===== config.mk =====
export PLATFORM = sky130hd
export DESIGN_NAME = sha_multi_round_stage
export DESIGN_NICKNAME = d
export VERILOG_FILES = /design/src/rtl/sha_pkg.sv /design/src/rtl/sha_round_comb.sv /design/src/rtl/sha_multi_round_stage.sv
export SDC_FILE = /design/constraint.sdc
export NUM_CORES = 2
export LEC_CHECK = 0
export BUFFER_PORTS_ARGS = -buffer_cell sky130_fd_sc_hd__buf_2
export CAP_MARGIN = 20
export CORE_AREA = 2 2 604 606
export CTS_CLUSTER_SIZE = 14
export DETAILED_ROUTE_END_ITERATION = 10
export DIE_AREA = 0 0 606 608
export SKIP_CTS_REPAIR_TIMING = 1
export SLEW_MARGIN = 20
export SYNTH_ARGS = -nofsm -noshare
export SYNTH_HDL_FRONTEND = slang
export SYNTH_HIERARCHICAL = 1
export SYNTH_SLANG_ARGS = --single-unit

===== constraint.sdc =====
create_clock -name clk -period 9.1 [get_ports clk]
set_clock_uncertainty 0.2 [all_clocks]
set_input_delay 2.275 -clock clk [delete_from_list [all_inputs] [get_ports clk]]
set_output_delay 2.275 -clock clk [all_outputs]
set_load 0.03 [all_outputs]

===== src/rtl/sha_pkg.sv =====
// Shared SHA-256 types, constants and round primitives for the multi-round pipeline stage.
package sha_pkg;

    typedef struct packed {
        logic [31:0] a;
        logic [31:0] b;
        logic [31:0] c;
        logic [31:0] d;
        logic [31:0] e;
        logic [31:0] f;
        logic [31:0] g;
        logic [31:0] h;
    } HashState;

    localparam int SHA_MODE_EXPAND   = 0;
    localparam int SHA_MODE_PRESERVE = 1;

    localparam logic [31:0] K [0:63] = '{
        32'h428a2f98, 32'h71374491, 32'hb5c0fbcf, 32'he9b5dba5,
        32'h3956c25b, 32'h59f111f1, 32'h923f82a4, 32'hab1c5ed5,
        32'hd807aa98, 32'h12835b01, 32'h243185be, 32'h550c7dc3,
        32'h72be5d74, 32'h80deb1fe, 32'h9bdc06a7, 32'hc19bf174,
        32'he49b69c1, 32'hefbe4786, 32'h0fc19dc6, 32'h240ca1cc,
        32'h2de92c6f, 32'h4a7484aa, 32'h5cb0a9dc, 32'h76f988da,
        32'h983e5152, 32'ha831c66d, 32'hb00327c8, 32'hbf597fc7,
        32'hc6e00bf3, 32'hd5a79147, 32'h06ca6351, 32'h14292967,
        32'h27b70a85, 32'h2e1b2138, 32'h4d2c6dfc, 32'h53380d13,
        32'h650a7354, 32'h766a0abb, 32'h81c2c92e, 32'h92722c85,
        32'ha2bfe8a1, 32'ha81a664b, 32'hc24b8b70, 32'hc76c51a3,
        32'hd192e819, 32'hd6990624, 32'hf40e3585, 32'h106aa070,
        32'h19a4c116, 32'h1e376c08, 32'h2748774c, 32'h34b0bcb5,
        32'h391c0cb3, 32'h4ed8aa4a, 32'h5b9cca4f, 32'h682e6ff3,
        32'h748f82ee, 32'h78a5636f, 32'h84c87814, 32'h8cc70208,
        32'h90befffa, 32'ha4506ceb, 32'hbef9a3f7, 32'hc67178f2
    };

    localparam HashState H_INIT = '{
        a: 32'h6a09e667, b: 32'hbb67ae85, c: 32'h3c6ef372, d: 32'ha54ff53a,
        e: 32'h510e527f, f: 32'h9b05688c, g: 32'h1f83d9ab, h: 32'h5be0cd19
    };

    function automatic logic [31:0] rotr(input logic [31:0] x, input int n);
        return (x >> n) | (x << (32 - n));
    endfunction

    function automatic logic [31:0] big_sigma0(input logic [31:0] x);
        return rotr(x, 2) ^ rotr(x, 13) ^ rotr(x, 22);
    endfunction

    function automatic logic [31:0] big_sigma1(input logic [31:0] x);
        return rotr(x, 6) ^ rotr(x, 11) ^ rotr(x, 25);
    endfunction

    function automatic logic [31:0] small_sigma0(input logic [31:0] x);
        return rotr(x, 7) ^ rotr(x, 18) ^ (x >> 3);
    endfunction

    function automatic logic [31:0] small_sigma1(input logic [31:0] x);
        return rotr(x, 17) ^ rotr(x, 19) ^ (x >> 10);
    endfunction

    function automatic logic [31:0] ch(input logic [31:0] e, input logic [31:0] f,
                                       input logic [31:0] g);
        return (e & f) ^ (~e & g);
    endfunction

    function automatic logic [31:0] maj(input logic [31:0] a, input logic [31:0] b,
                                        input logic [31:0] c);
        return (a & b) ^ (a & c) ^ (b & c);
    endfunction

endpackage


===== src/rtl/sha_round_comb.sv =====
// One SHA-256 compression round at fixed index T plus one message-window step.
module sha_round_comb
    import sha_pkg::*;
#(
    parameter int T    = 0,
    parameter int MODE = SHA_MODE_EXPAND
) (
    input  HashState          state_cur,
    input  logic [15:0][31:0] w_cur,
    output HashState          state_nxt,
    output logic [15:0][31:0] w_nxt
);

    logic [31:0] t1;
    logic [31:0] t2;
    logic [31:0] new_word;

    always_comb begin
        t1 = state_cur.h + big_sigma1(state_cur.e) + ch(state_cur.e, state_cur.f, state_cur.g)
           + K[T] + w_cur[0];
        t2 = big_sigma0(state_cur.a) + maj(state_cur.a, state_cur.b, state_cur.c);

        state_nxt.h = state_cur.g;
        state_nxt.g = state_cur.f;
        state_nxt.f = state_cur.e;
        state_nxt.e = state_cur.d + t1;
        state_nxt.d = state_cur.c;
        state_nxt.c = state_cur.b;
        state_nxt.b = state_cur.a;
        state_nxt.a = t1 + t2;
    end

    // Preserve mode recirculates the consumed word so 16 steps restore the window.
    if (MODE == SHA_MODE_EXPAND) begin : g_expand
        assign new_word = small_sigma1(w_cur[14]) + w_cur[9] + small_sigma0(w_cur[1]) + w_cur[0];
    end else begin : g_preserve
        assign new_word = w_cur[0];
    end

    always_comb begin
        w_nxt        = '0;
        w_nxt[14:0]  = w_cur[15:1];
        w_nxt[15]    = new_word;
    end

endmodule


===== src/rtl/sha_multi_round_stage.sv =====
// SHA-256 pipeline stage: ROUNDS combinational rounds from ROUND_BASE into one output register.
module sha_multi_round_stage
    import sha_pkg::*;
#(
    parameter int ROUNDS     = 1,
    parameter int ROUND_BASE = 0,
    parameter int MODE       = SHA_MODE_EXPAND
) (
    input  logic              clk,
    input  logic              rst,
    input  logic              stall_i,
    input  logic              valid_i,
    input  logic              newblock_i,
    input  HashState          state_i,
    input  logic [15:0][31:0] W_i,
    output logic              valid_o,
    output logic              newblock_o,
    output HashState          state_o,
    output logic [15:0][31:0] W_o
);

    if (!(ROUNDS == 1 || ROUNDS == 2 || ROUNDS == 4)) begin : g_bad_rounds
        $error("sha_multi_round_stage: ROUNDS must be 1, 2 or 4 (got %0d)", ROUNDS);
    end
    if (ROUND_BASE < 0 || ROUND_BASE + ROUNDS > 64 || (ROUND_BASE % ROUNDS) != 0) begin : g_bad_base
        $error("sha_multi_round_stage: ROUND_BASE %0d misaligned or out of range", ROUND_BASE);
    end
    if (!(MODE == SHA_MODE_EXPAND || MODE == SHA_MODE_PRESERVE)) begin : g_bad_mode
        $error("sha_multi_round_stage: MODE must be 0 or 1 (got %0d)", MODE);
    end

    HashState          st_chain [0:ROUNDS];
    logic [15:0][31:0] w_chain  [0:ROUNDS];

    assign st_chain[0] = state_i;
    assign w_chain[0]  = W_i;

    // Each round sees the window already stepped by the previous round.
    for (genvar j = 0; j < ROUNDS; j++) begin : g_round
        sha_round_comb #(
            .T    (ROUND_BASE + j),
            .MODE (MODE)
        ) u_round (
            .state_cur (st_chain[j]),
            .w_cur     (w_chain[j]),
            .state_nxt (st_chain[j+1]),
            .w_nxt     (w_chain[j+1])
        );
    end

    always_ff @(posedge clk) begin
        if (rst) begin
            valid_o    <= 1'b0;
            newblock_o <= 1'b0;
            state_o    <= '0;
            W_o        <= '0;
        end else if (!stall_i) begin
            valid_o    <= valid_i;
            newblock_o <= newblock_i & valid_i;
            if (valid_i) begin
                state_o <= st_chain[ROUNDS];
                W_o     <= w_chain[ROUNDS];
            end
        end
    end

endmodule


==> run_results.csv <==
group,metric,value,unit
run_status,outcome,"completed",
placed_design,gp_congestion,0.991,
detailed_routing,finalWirelength,370000,um
yosys,synth_compound_area_share,12.1,%
yosys,yosys.area_share.simple,27.2,%
power,ir_drop,0.000304,V
finish,finalNonFillerCells,11606,
floorplan,initial_core_util,14.7,%
yosys,synth_xor_area_share,6.00,%
yosys,syn_area,0.0531,mm2
clock_tree,cts_buffers,113,
setup_path,worst-setup-path-type,"input pin to flop",
sta,timing_hold_violations_final,0,
finish,final_layout_size_suffix_gt1_share,31.3,%
sta,max_freq,113,MHz
yosys,yosysTopAreaCell,"dfxtp_1",
setup_path,startpoint,"state_i[104]",
grt,grt.met2_usage,30.3,%
clock_tree,cts-root-buf,"clkbuf_16",
sta,max_slew_margin,7.64,%
finish,utilization,18.4,%
placed_design,dp_hpwl,312000,um
clock_tree,cts_buffer_depth,4,
min_path,hold_class,"flop to flop",
clock_tree,h-tree-depth,3,
yosys,synthMuxAreaShare,0.716,%
setup_path,slowest_stage,"fa_1",
detailed_routing,num_vias,46654,
floorplan,ios,1543,
grt,antenna_found_initial,215,
clock_tree,cts_tree,"yes",
grt,grt_pass1_vias,44476,
yosys,yosys.area_share.adder,9.56,%
power,p_leak,27.8,nW
sta,finalSetupViolations,0,
yosys,yosysWarnings,6,
yosys,synth_edf_count,0,
yosys,synth_top_family_by_area,"simple AND/OR/NAND/NOR gates",
detailed_routing,firstDrtPassIters,5,
min_path,hold_start,"newblock_o$_SDFFE_PP0N_",
grt,busiest_layer,"met2",
sta,holdWs,0.253,ns
grt,overflow,0,
yosys,synthArstFlopShare,0,%
sta,tns,0,ns
finish,final_nets,7753,
setup_path,cp.arrival,9.39,ns
sta,fin_ws,0.215,ns
grt,grtUsageMet3,7.14,%
finish,area_growth,25.6,%
setup_path,cp_common_cell,"fa_1",
setup_path,cp-start-kind,"input pin",
floorplan,die_area,0.368,mm2
grt,grt_use_met1,22.9,%
setup_path,cpPeakStageDelay,0.52,ns
floorplan,num_rows,221,
grt,grt.total_usage,19.2,%
placed_design,dpl_worst_slack,-1.01,ns
yosys,synth_top_area_share,29.0,%
yosys,synth_nets,6876,
grt,grt_pass1_wl,465000,um
detailed_routing,first_iter_violations,3784,
yosys,ys_ff_latch,770,
power,power.density,359,mW/mm2
detailed_routing,postRouteAntennaNets,0,
sta,layout_min_cycle_time,8.88,ns
setup_path,r2r-start,"state_o[105]$_SDFFE_PP0P_",
detailed_routing,remaining_drc_errors,0,
finish,layout_common_cells,"1539 x buf_2, 784 x nand2b_1, 770 x dfxtp_1",
yosys,ys_seq_area_share,29.0,%
finish,final_common_cell,"buf_2",
grt,grt_start_max_net_pins,223,
setup_path,required,9.60,ns
run,maxCapViolations,0,
placed_design,port_buffers,1542,
detailed_routing,wire_per_inst,31.9,um
sta,worst_pin_slew,1.39,ns
clock_tree,clk_latency,0.82,ns
yosys,synth_ff_type,"dfxtp_1",
yosys,postSynthCellCount,5794,
yosys,synth.distinct_cells,78,
floorplan,core,0.362,mm2
clock_tree,cts_sinks,770,
placed_design,dp_cells,11349,
yosys,syn_avg_cell_area,9.16,um2
yosys,ys_top_cells_by_area,"dfxtp_1 29%, nand4bb_1 16%, buf_4 9.7%",
floorplan,die_w,606,um
sta,report.final.slew_viol_count,0,
floorplan,die_h,608,um
setup_path,worst_setup_path_end_kind,"flop",
detailed_routing,vias_per_cell,4.02,
sta,post-route-period-util,97.6,%
clock_tree,clkTransAtPathRegs,0.06,ns
setup_path,path_max_fanout,3,
[cell usage after synthesis (all sizes together), types with 4 or more instances]
library cell  count
a2111oi           5
a211o             5
a211oi           19
a21o             87
a21oi            94
a221oi            8
a22oi             4
a31o              5
a31oi             7
and3              9
buf             789
clkbuf          317
dfxtp           770
fa              157
ha              152
inv             330
mux2             24
mux2i            11
nand2            44
nand2b          784
nand3            15
nand4             7
nand4bb         768
nor2             50
nor2b            14
nor3             13
o211ai            8
o21a             16
o21ai           844
o21bai           17
o311ai            5
o31ai             4
or2               5
or3               7
xnor2           233
xor2            131
[worst max-delay path, delay by kind of cell]
family | cells | cell delay (ns)
AOI/OAI and AO/OA | 12 | 2.52
and+or+nand+nor | 2 | 0.19
adders and majority gates | 7 | 2.47
buffers and inverters | 7 | 0.92
xor gates and xnor gates | 4 | 1.01
[final timing paths]
| path | end | slack, ns | cells past startpoint |
|---|---|---|---|
| setup / recovery | state_o[254]$_SDFFE_PP0P_ | 0.22 | 32 |
| setup reg to reg | state_o[105]$_SDFFE_PP0P_ | 8.10 | 2 |
| hold / removal | newblock_o$_SDFFE_PP0N_ | 0.25 | 2 |
| hold reg to reg | newblock_o$_SDFFE_PP0N_ | 0.25 | 2 |
[final cells by class]
cell class	count	area, um2
tap	4794	6000
antenna	51	128
clock buffer	148	3170
timing repair buffer	1868	10300
inverter	330	1240
clock inverter	57	887
fill	40816	295000
sequential	770	15400
multi-input combinational	3588	29500
[state kept, by name, summed over array words and instances (netlist names)]
| name | cells |
|---|---|
| W_o | 512 |
| newblock_o | 1 |
| state_o | 256 |
| valid_o | 1 |
[layer usage]
metal	wire length (um)	vias to the layer above
met5	309	-
met4	20400	50
met3	34700	652
met2	165000	2039
met1	149000	22840
li1	-	21073
[through the flow]
stage          instance area [um2]  power, mW
2_1_floorplan                53100       12.3
3_3_place_gp                 62500       18.8
3_5_place_dp                 62500       18.7
4_1_cts                      66500       23.9
5_1_grt                      66700       25.4
6_report                     66700       23.9
[cells by family after synthesis]
group / count (synthesis)
AOI/OAI and AO/OA: 1146
xor gates and xnor gates: 364
adders and majority gates: 312
buffers and inverters: 1436
DFF: 770
muxes: 35
and+or+nand+nor: 1731
[report_power, final]
part	internal, mW	leakage [nW]	switching [mW]
clock	3.00	1.97	2.00
combinational	6.75	19.6	8.39
sequential	3.64	6.30	0.133
Note: power is estimated with default switching activity, not from simulation.
